**config.mk**
```make
export PLATFORM = sky130hd
export DESIGN_NAME = xgpon_burst_frame_gen
export DESIGN_NICKNAME = d
export VERILOG_FILES = /design/src/rtl/xgpon_burst_frame_gen.sv
export SDC_FILE = /design/constraint.sdc
export NUM_CORES = 1
export LEC_CHECK = 0
export ABC_AREA = 1
export CAP_MARGIN = 20
export CORE_MARGIN = 8
export CORE_UTILIZATION = 35
export CTS_CLUSTER_DIAMETER = 150
export DETAILED_ROUTE_END_ITERATION = 10
export GPL_ROUTABILITY_DRIVEN = 0
export SYNTH_ARGS = -nofsm -noshare
export SYNTH_HDL_FRONTEND = slang
export SYNTH_SLANG_ARGS = --single-unit
```
**constraint.sdc**
```tcl
create_clock -name axis_tx_clk -period 4.8 [get_ports axis_tx_clk]
set_input_delay 0.96 -clock axis_tx_clk [delete_from_list [all_inputs] [get_ports axis_tx_clk]]
set_output_delay 0.96 -clock axis_tx_clk [all_outputs]
set_load 0.01 [all_outputs]
```
**src/rtl/xgpon_burst_frame_gen.sv**
```systemverilog
// Upstream burst frame generator for the XG-PON / 10G Ethernet TX path.
// Emits periodic bursts on a 32-bit AXI4-Stream master: a run of preamble
// words, one delimiter word, then a PRBS-31 payload closed by TLAST,
// followed by an idle gap until the next burst period begins.
module xgpon_burst_frame_gen #(
    parameter logic [31:0] PREAMBLE_WORD  = 32'hAAAAAAAA,
    parameter logic [31:0] DELIMITER_WORD = 32'h05560556,
    parameter logic [30:0] PRBS_SEED      = 31'h7FFFFFFF
) (
    input  logic        axis_tx_clk,
    input  logic        axis_resetn,
    input  logic        enable,
    input  logic [15:0] preamble_length,
    input  logic [15:0] burst_length,
    input  logic [31:0] burst_period,
    input  logic        clear_stats,
    output logic [31:0] m_axis_tdata,
    output logic [3:0]  m_axis_tkeep,
    output logic        m_axis_tvalid,
    output logic        m_axis_tlast,
    output logic        m_axis_tuser,
    input  logic        m_axis_tready,
    output logic        busy,
    output logic [31:0] burst_count,
    output logic        overrun
);

    typedef enum logic [2:0] {
        ST_IDLE,
        ST_PREAMBLE,
        ST_DELIM,
        ST_PAYLOAD,
        ST_GAP
    } state_t;

    state_t      state_q, state_d;
    logic [1:0]  rst_sync_q;
    logic [15:0] pre_len_q, pre_len_d;
    logic [15:0] pay_len_q, pay_len_d;
    logic [31:0] period_q, period_d;
    logic [31:0] period_cnt_q, period_cnt_d;
    logic [15:0] beat_cnt_q, beat_cnt_d;
    logic [30:0] prbs_q, prbs_d;
    logic [31:0] burst_count_q, burst_count_d;
    logic        overrun_q, overrun_d;

    logic        rst_ready;
    logic        beat_valid;
    logic        beat_accept;
    logic        last_beat;
    logic        period_expired;
    logic        period_late;
    logic        start_burst;
    logic [31:0] prbs_word;
    logic [30:0] prbs_adv;

    // Runs the x^31+x^28+1 generator 32 serial steps; the first generated
    // bit lands in bit 31 so the word goes out MSB-first.
    function automatic logic [62:0] prbs_word_step(input logic [30:0] s_in);
        logic [30:0] s;
        logic [31:0] w;
        logic        b;
        s = s_in;
        w = '0;
        for (int i = 0; i < 32; i++) begin
            b         = s[30] ^ s[27];
            w[31 - i] = b;
            s         = {s[29:0], b};
        end
        return {w, s};
    endfunction

    assign {prbs_word, prbs_adv} = prbs_word_step(prbs_q);

    assign rst_ready      = rst_sync_q[1];
    assign beat_valid     = (state_q == ST_PREAMBLE) || (state_q == ST_DELIM) ||
                            (state_q == ST_PAYLOAD);
    assign beat_accept    = beat_valid && m_axis_tready;
    assign last_beat      = (state_q == ST_PAYLOAD) && (beat_cnt_q == pay_len_q - 16'd1);
    // Expired in the cycle whose following edge would start the next burst
    // on schedule (offset period-1 from the first beat).
    assign period_expired = ({1'b0, period_cnt_q} + 33'd1) >= {1'b0, period_q};
    // Late: the handshake is already past the scheduled start of the next burst.
    assign period_late    = period_cnt_q >= period_q;

    // Reset release synchroniser: bursts are held off until two clean edges.
    always_ff @(posedge axis_tx_clk or negedge axis_resetn) begin
        if (!axis_resetn) begin
            rst_sync_q <= 2'b00;
        end else begin
            rst_sync_q <= {rst_sync_q[0], 1'b1};
        end
    end

    // State, configuration, PRBS and statistics registers.
    always_ff @(posedge axis_tx_clk or negedge axis_resetn) begin
        if (!axis_resetn) begin
            state_q       <= ST_IDLE;
            pre_len_q     <= '0;
            pay_len_q     <= 16'd1;
            period_q      <= '0;
            period_cnt_q  <= '0;
            beat_cnt_q    <= '0;
            prbs_q        <= PRBS_SEED;
            burst_count_q <= '0;
            overrun_q     <= 1'b0;
        end else begin
            state_q       <= state_d;
            pre_len_q     <= pre_len_d;
            pay_len_q     <= pay_len_d;
            period_q      <= period_d;
            period_cnt_q  <= period_cnt_d;
            beat_cnt_q    <= beat_cnt_d;
            prbs_q        <= prbs_d;
            burst_count_q <= burst_count_d;
            overrun_q     <= overrun_d;
        end
    end

    // Next-state logic: burst sequencing, period tracking and statistics.
    always_comb begin
        state_d       = state_q;
        pre_len_d     = pre_len_q;
        pay_len_d     = pay_len_q;
        period_d      = period_q;
        beat_cnt_d    = beat_cnt_q;
        prbs_d        = prbs_q;
        burst_count_d = burst_count_q;
        overrun_d     = overrun_q;
        start_burst   = 1'b0;
        // Free-running period counter, saturating so a long stall cannot wrap it.
        period_cnt_d  = (&period_cnt_q) ? period_cnt_q : period_cnt_q + 32'd1;

        case (state_q)
            ST_IDLE: begin
                if (rst_ready && enable) begin
                    start_burst = 1'b1;
                end
            end
            ST_PREAMBLE: begin
                if (beat_accept) begin
                    if (beat_cnt_q == pre_len_q - 16'd1) begin
                        state_d    = ST_DELIM;
                        beat_cnt_d = '0;
                    end else begin
                        beat_cnt_d = beat_cnt_q + 16'd1;
                    end
                end
            end
            ST_DELIM: begin
                if (beat_accept) begin
                    state_d    = ST_PAYLOAD;
                    beat_cnt_d = '0;
                end
            end
            ST_PAYLOAD: begin
                if (beat_accept) begin
                    prbs_d = prbs_adv;
                    if (last_beat) begin
                        burst_count_d = burst_count_q + 32'd1;
                        if (period_late) begin
                            overrun_d = 1'b1;
                        end
                        // On time at period-1 or late: the next burst follows
                        // immediately with no gap cycle.
                        if (period_expired) begin
                            if (enable) begin
                                start_burst = 1'b1;
                            end else begin
                                state_d = ST_IDLE;
                            end
                        end else begin
                            state_d = ST_GAP;
                        end
                    end else begin
                        beat_cnt_d = beat_cnt_q + 16'd1;
                    end
                end
            end
            ST_GAP: begin
                if (period_expired) begin
                    if (enable) begin
                        start_burst = 1'b1;
                    end else begin
                        state_d = ST_IDLE;
                    end
                end
            end
            default: begin
                state_d = ST_IDLE;
            end
        endcase

        // Burst start: configuration is only sampled here, never mid-burst.
        if (start_burst) begin
            pre_len_d    = preamble_length;
            pay_len_d    = (burst_length == 16'd0) ? 16'd1 : burst_length;
            period_d     = burst_period;
            period_cnt_d = '0;
            beat_cnt_d   = '0;
            prbs_d       = PRBS_SEED;
            state_d      = (preamble_length == 16'd0) ? ST_DELIM : ST_PREAMBLE;
        end

        // Clearing wins over a same-cycle increment or overrun set.
        if (clear_stats) begin
            burst_count_d = '0;
            overrun_d     = 1'b0;
        end
    end

    // Stream outputs decode directly from registered state, so they hold
    // steady while a beat is stalled and fall to zero as soon as reset hits.
    always_comb begin
        m_axis_tdata = '0;
        case (state_q)
            ST_PREAMBLE: m_axis_tdata = PREAMBLE_WORD;
            ST_DELIM:    m_axis_tdata = DELIMITER_WORD;
            ST_PAYLOAD:  m_axis_tdata = prbs_word;
            default:     m_axis_tdata = '0;
        endcase
    end

    assign m_axis_tvalid = beat_valid;
    assign m_axis_tkeep  = {4{beat_valid}};
    assign m_axis_tlast  = last_beat;
    assign m_axis_tuser  = 1'b0;
    assign busy          = (state_q != ST_IDLE);
    assign burst_count   = burst_count_q;
    assign overrun       = overrun_q;

endmodule

```
==> results of run 1 <==
[metrics by stage]
| stage | utilization (%) | hold WS [ps] | total power (uW) | worst slack, ps |
|---|---|---|---|---|
| finish | 41.8 | 352 | 7330 | 433 |
| global route | 41.8 | 361 | 7950 | 15.5 |
| CTS | 41.8 | 353 | 7390 | 152 |
| detailed placement | 40.2 | 337 | 5950 | 187 |
| global placement | 40.2 | 333 | 5890 | 351 |
| floorplan | - | 331 | 4870 | 1220 |
[cell families after synthesis]
family	synth area share [%]
DFF	36.7
AOI/OAI and AO/OA	12.5
adders and majority gates	6.94
buffers and inverters	8.83
xor gates and xnor gates	8.52
and+or+nand+nor	26.4
other	0.0604
[where the power goes]
group	internal (uW)	total (uW)	switching (uW)
Combinational	1400	3420	2020
Clock	746	1400	650
Sequential	2050	2510	461
[path summary, 6_finish.rpt]
path / startpoint / end / slack (ps) / depth (start not counted)
setup / recovery: period_cnt_q[0]$_DFFE_PN0P_ / period_q[10]$_DFFE_PN0P_ / 430 / 20
hold / removal: rst_sync_q[0]$_DFF_PN0_ / rst_sync_q[1]$_DFF_PN0_ / 350 / 0
setup reg to reg: period_cnt_q[0]$_DFFE_PN0P_ / period_q[10]$_DFFE_PN0P_ / 430 / 20
hold reg to reg: rst_sync_q[0]$_DFF_PN0_ / rst_sync_q[1]$_DFF_PN0_ / 350 / 0
max in group asynchronous: axis_resetn / pre_len_q[1]$_DFFE_PN0P_ / 3180 / 2
min in group asynchronous: axis_resetn / burst_count[0]$_DFFE_PN0P_ / 520 / 1
[critical path: stages, from the launching register on]
cell      delay [ps]
dfrtp_1          430
nand3_1          150
nor3_2           210
nand2_1          160
nor4_4           280
nand3_1          190
nor4_1           370
xor2_1           280
inv_1             80
ha_1             290
nand2_1           70
nor3_1           210
nand4_1          150
nor2_1           170
nand3b_1         140
nand4_2          120
nand3_2          180
nand2_8          190
buf_4            380
nand2_1          110
o21ai_1          100
[state kept, by name, indices dropped and copies added, names as in the netlist]
name and flops:
burst_count 32, period_cnt_q 32, period_q 32, prbs_q 31, beat_cnt_q 16, pay_len_q 16, pre_len_q 16, state_q 3
rst_sync_q 2, overrun 1
[final cells by class]
type | count | area [um^2]
Tap cell | 461 | 577
Clock buffer | 22 | 464
Clock inverter | 10 | 100
Timing Repair Buffer | 155 | 1540
Inverter | 195 | 734
Sequential cell | 181 | 4570
Multi-Input combinational cell | 1219 | 6790
Fill cell | 3585 | 20500
[cells in the final DEF (no fill, tap or decap), drive strengths merged, types with 5 or more instances in the layout]
cell,count
nand3b,6
a21oi,63
o31ai,16
xnor2,53
nand4,57
clkinv,5
ha,69
xor2,68
nand2,427
dfrtp,149
o21ai,184
clkdlybuf4s50,139
nor4,24
inv,195
dfstp,32
nand3,50
buf,16
clkbuf,22
nor2,140
nor3,41
[layer usage]
layer	track usage [%]	routed length, um	part of all wire [%]	vias to the layer above
met1	23.3	16800	47	5307
li1	-	-	-	5640
met3	2.75	1990	5.6	42
met5	0	0	0	-
met2	27.7	16400	46	346
met4	5.12	565	1.6	0
==> PnR_summary.wiki, run 1 <==
{| class="wikitable"
! Metric !! Value
|-
| Fraction of final layout cells with drive strength greater than 1 || 7.63%
|-
| Count of cells resized by post-cts repair || 0
|-
| Maximum resistive drop on vdd || 0.306 mV
|-
| Max-cap check violation count || 0
|-
| Critical-path maximum fanout || 30
|-
| DRC violations left || 0
|-
| Setup repair after global routing missed its margin || false
|-
| Critical path data arrival time || 4740 ps
|-
| Area Growth Syn to Fin || 18.8%
|-
| Setup clock skew after layout || 15.6 ps
|-
| Distinct cells, synth || 47
|-
| Cell Count Post-Placement || 2211
|-
| Total power density per cell area || 496 nW/um^2
|-
| Synthesized instance count || 1656
|-
| GRT Resource Usage Total || 17.1%
|-
| Total I/O pin count || 142
|-
| Highest Clock Rate || 229 MHz
|-
| Via count of the first global-routing pass || 11186
|-
| Predominant post-synthesis flop cell || dfrtp_1
|-
| Final total negative setup slack || 0 ps
|-
| # H-tree levels || 4
|-
| Clock buffers created by TritonCTS || 17
|-
| Number of nets still failing antenna checks after routing || 0
|-
| Clock sink count || 181
|-
| Ratio of final minimum period to clock period || 91.0%
|-
| Height of the die || 205 um
|-
| Final min period || 4370 ps
|-
| Post-synthesis cell type with the largest combined area || dfrtp_1
|-
| Final setup violating endpoints || 0
|-
| Number of buffers added on ports || 140
|-
| Iter 0 DRT Violations || 712
|-
| Antenna diode count || 0
|-
| Synthesized cell area || 12400 um^2
|-
| Post-CTS setup-driven buffer insertion count || 0
|-
| Seq/Total Area, Yosys || 36.7%
|-
| Crit path launch type || flop
|-
| Post-synth ARST share || 100%
|-
| Detailed-route via count || 11335
|-
| Number of antenna violations at the first check in global routing || 0
|-
| Top-count cell post-synth || nand2_1
|-
| Area of all placed cells without fillers || 14800 um^2
|-
| Post-route non-filler standard cell count || 2243
|-
| GR Overflow Total || 0
|-
| Outcome || complete, no violations
|-
| DP Area || 14200 um^2
|-
| Pin count of the biggest net entering global routing || 80
|-
| Worst Hold Class || reg2reg
|-
| Detailed-routing iteration count for the pre-antenna-repair pass || 7
|-
| Required time of the critical path || 5170 ps
|-
| Critical Path Sink Type || flop
|-
| Count of state elements after synthesis || 181
|-
| Most instantiated cells after synthesis || nand2_1 (422), inv_1 (189), dfrtp_1 (149)
|-
| Hold buffer count at cts || 0
|-
| Die Footprint || 41800 um^2
|-
| Final wirelength || 35800 um
|-
| Number of warnings reported in the yosys synthesis log || 0
|-
| Worst-Margin Slew || 919 ps
|-
| Core area || 35300 um^2
|-
| Number of pins exceeding their max-slew limit in the final report || 0
|-
| Wire length of the first global-routing pass || 58400 um
|-
| Via-to-Cell Ratio || 5.05
|-
| Number of nets in the layout || 1907
|-
| Buffer cell driving the clock tree root || clkbuf_16
|-
| Initial Utilization || 35.2%
|-
| Max_slew headroom || 38.7%
|-
| Clk_lat worst skew || 460 ps
|-
| Per-instance average area after synthesis || 7.51 um^2
|-
| Routed len/inst || 16.0 um
|-
| TritonCTS clock tree || yes
|-
| Hold violation total from the final report || 0
|-
| Lkg Pwr || 0.00649 uW
|-
| Buffer depth of the longest clock path || 2
|-
| Horizontal die dimension || 205 um
|-
| Post-Synthesis Net Count || 1794
|-
| Number of flops mapped to enable cells by yosys || 0
|-
| Top-area cell type share of the netlist area || 30.0%
|-
| Placement Rows || 69
|-
| Half-perimeter wire length after detailed placement || 26800 um
|-
| Cells taking the most area after synthesis || dfrtp_1 (30%), nand2_1 (13%), ha_1 (6.9%)
|-
| Clk slew on worst S/H paths || 80 ps
|-
| Type of the setup path with the least slack || reg2reg
|}
No activity file was read; power rests on OpenSTA's default activity.
==> run 2: changes to the inputs <==
- CAP_MARGIN: 20 -> not set
- CORE_UTILIZATION: 35 -> 58
- PLACE_DENSITY: not set -> 0.82
- SLEW_MARGIN: not set -> 30
==> PnR_summary.wiki, run 2 (same netlist as run 1, synthesis figures left out) <==
{| class="wikitable"
! Metric !! Value
|-
| Most congested layer reported by global routing || met2
|-
| Via-to-Cell Ratio || 5.65
|-
| Post-Place Worst Slack || 123 ps
|-
| Number of nets still failing antenna checks after routing || 0
|-
| Height of the die || 162 um
|-
| Placement Rows || 53
|-
| Crit path launch type || flop
|-
| Global routing usage on met3 || 4.58%
|-
| Buffer depth of the longest clock path || 2
|-
| Clk slew on worst S/H paths || 70 ps
|-
| Fraction of final layout cells with drive strength greater than 1 || 7.49%
|-
| Global Route met1 Usage || 31.3%
|-
| Detailed-routing iteration count for the pre-antenna-repair pass || 6
|-
| DP Area || 13900 um^2
|-
| Hold violation total from the final report || 0
|-
| Worst Hold Class || reg2reg
|-
| DRC violations left || 0
|-
| Clock buffers created by TritonCTS || 17
|-
| Antenna diode count || 0
|-
| Startpoint of the worst register-to-register path || period_cnt_q[0]$_DFFE_PN0P_
|-
| Filler cell count || 1710
|-
| Final total negative setup slack || 0 ps
|-
| Core area || 21000 um^2
|-
| Via count of the first global-routing pass || 11301
|-
| NetSw || 3130 uW
|-
| GR Overflow Total || 0
|-
| Setup clock skew after layout || 11.7 ps
|-
| Number of antenna violations at the first check in global routing || 0
|-
| Critical Path Sink Type || flop
|-
| Post-route core utilization || 69.5%
|-
| Pin count of the biggest net entering global routing || 154
|-
| Final min period || 4380 ps
|-
| Combinational share of power || 46.7%
|-
| Final worst setup slack || 422 ps
|-
| Number of pins exceeding their max-slew limit in the final report || 0
|-
| Wire length of the first global-routing pass || 54300 um
|-
| Routing usage on met2 || 41.8%
|-
| Max_slew headroom || 36.2%
|-
| GRT Resource Usage Total || 24.8%
|-
| Total area of multi-input combinational cells || 6800 um^2
|-
| Setup repair after global routing missed its margin || false
|-
| Post-route non-filler standard cell count || 2051
|-
| Hold buffer count at cts || 0
|-
| Worst-Margin Slew || 955 ps
|-
| Cell internal power dissipation || 4230 uW
|-
| Highest Clock Rate || 228 MHz
|-
| Horizontal die dimension || 162 um
|-
| Total power density per cell area || 504 nW/um^2
|-
| Number of nets in the layout || 1901
|-
| Lkg Pwr || 0.00652 uW
|-
| Clk_lat worst skew || 440 ps
|-
| Maximum resistive drop on vdd || 0.269 mV
|-
| Required time of the critical path || 5120 ps
|-
| Sequential share of power || 33.8%
|-
| Most frequent standard cell in the layout excluding fill and tap cells || nand2_1
|-
| Max-cap check violation count || 0
|-
| Worst Hold Launch || rst_sync_q[0]$_DFF_PN0_
|-
| Outcome || complete, no violations
|-
| Commonest non-fill, non-tap cells in the layout || nand2_1 (422), inv_1 (189), dfrtp_1 (149), clkdlybuf4s50_1 (139), o21ai_0 (132)
|-
| Detailed-route via count || 11592
|-
| Area Growth Syn to Fin || 17.4%
|-
| Number of buffers added on ports || 140
|-
| Total I/O pin count || 142
|-
| Critical-path maximum fanout || 77
|-
| Area of all placed cells without fillers || 14600 um^2
|-
| Initial Utilization || 59.2%
|-
| Critical path launch point || period_cnt_q[0]$_DFFE_PN0P_
|-
| Ratio of final minimum period to clock period || 91.2%
|-
| Clock sink count || 181
|-
| Iter 0 DRT Violations || 1056
|-
| Buffer cell driving the clock tree root || clkbuf_16
|-
| TritonCTS clock tree || yes
|-
| Switching portion of total power || 42.5%
|-
| Final setup violating endpoints || 0
|-
| # H-tree levels || 4
|-
| Routed len/inst || 16.0 um
|-
| Half-perimeter wire length after detailed placement || 23700 um
|-
| Flip-flop and latch area || 4570 um^2
|-
| Cell Count Post-Placement || 2017
|-
| Type of the setup path with the least slack || reg2reg
|-
| Die Footprint || 26400 um^2
|-
| Critical path data arrival time || 4700 ps
|-
| Final wirelength || 32900 um
|-
| Clk network pwr share || 19.6%
|}
-- run 2: changes by cell type in the layout (fill, tap and decap cells not counted), moves of 2 or more --
cell / change
buf_4: -9
inv_6: +2
clkinvlp_4: -4
buf_16: +2
inv_4: +2
clkbuf_1: -2
inv_8: +2
clkbuf_16: +4
-- run 2: power groups by stage --
stage | clock, uW | combinational, uW | sequential, uW
5_1_grt | 1520 | 3880 | 2550
4_1_cts | 1460 | 3410 | 2480
3_5_place_dp | 0 | 3380 | 2500
2_1_floorplan | 0 | 2520 | 2350
3_3_place_gp | 0 | 3260 | 2490
6_report | 1440 | 3440 | 2490
-- run 2: area by class of cell --
type                            instances  share of cell area [%]
Clock buffer                           21                    3.45
Clock inverter                         11                   0.711
Inverter                              195                    5.03
Multi-Input combinational cell       1219                    46.5
Sequential cell                       181                    31.3
Tap cell                              275                    2.36
Timing Repair Buffer                  149                    10.6
-- run 2: repair_timing --
action / CTS / global route
gates resized for setup: 0 / 3
setup buffers: 0 / 0
setup endpoints to repair: 0 / 146
-- run 2: worst max-delay path, stage by stage, from the launching register on --
cell and delay (ps):
dfrtp_1 440, ha_1 210, nand2_1 90, nor2_2 160
nand2_1 130, nor4_1 220, nand3_1 200, nor3_1 310
nand4_1 170, xor2_1 240, inv_1 70, ha_1 330
nand4_1 110, nor4_1 320, nand3_1 180, nand4_2 170
nand3_2 180, nand2_8 130, buf_16 300, nor2_8 110
nand2_1 120, nand2_1 60
-- run 2: final timing paths --
path / to / slack [ps] / cells after the start
worst max-delay path: beat_cnt_q[6]$_DFFE_PN0P_ / 420 / 21
worst min-delay path: rst_sync_q[1]$_DFF_PN0_ / 350 / 0
worst max register to register: beat_cnt_q[6]$_DFFE_PN0P_ / 420 / 21
worst min register to register: rst_sync_q[1]$_DFF_PN0_ / 350 / 0
max in group asynchronous: prbs_q[8]$_DFFE_PN1P_ / 3660 / 2
min in group asynchronous: burst_count[27]$_DFFE_PN0P_ / 410 / 1
-- run 2: metrics by stage --
| stage | hold WS [ps] | total power, uW |
|---|---|---|
| floorplan | 331 | 4870 |
| global placement | 334 | 5750 |
| detailed placement | 338 | 5880 |
| CTS | 354 | 7350 |
| global route | 358 | 7950 |
| finish | 351 | 7360 |
-- run 2: per-layer routing --
layer  routed length [um]  part of all wire [%]
met5                    0                     0
met1                13900                    42
met4                  839                   2.5
met3                 2080                   6.3
met2                16100                    49
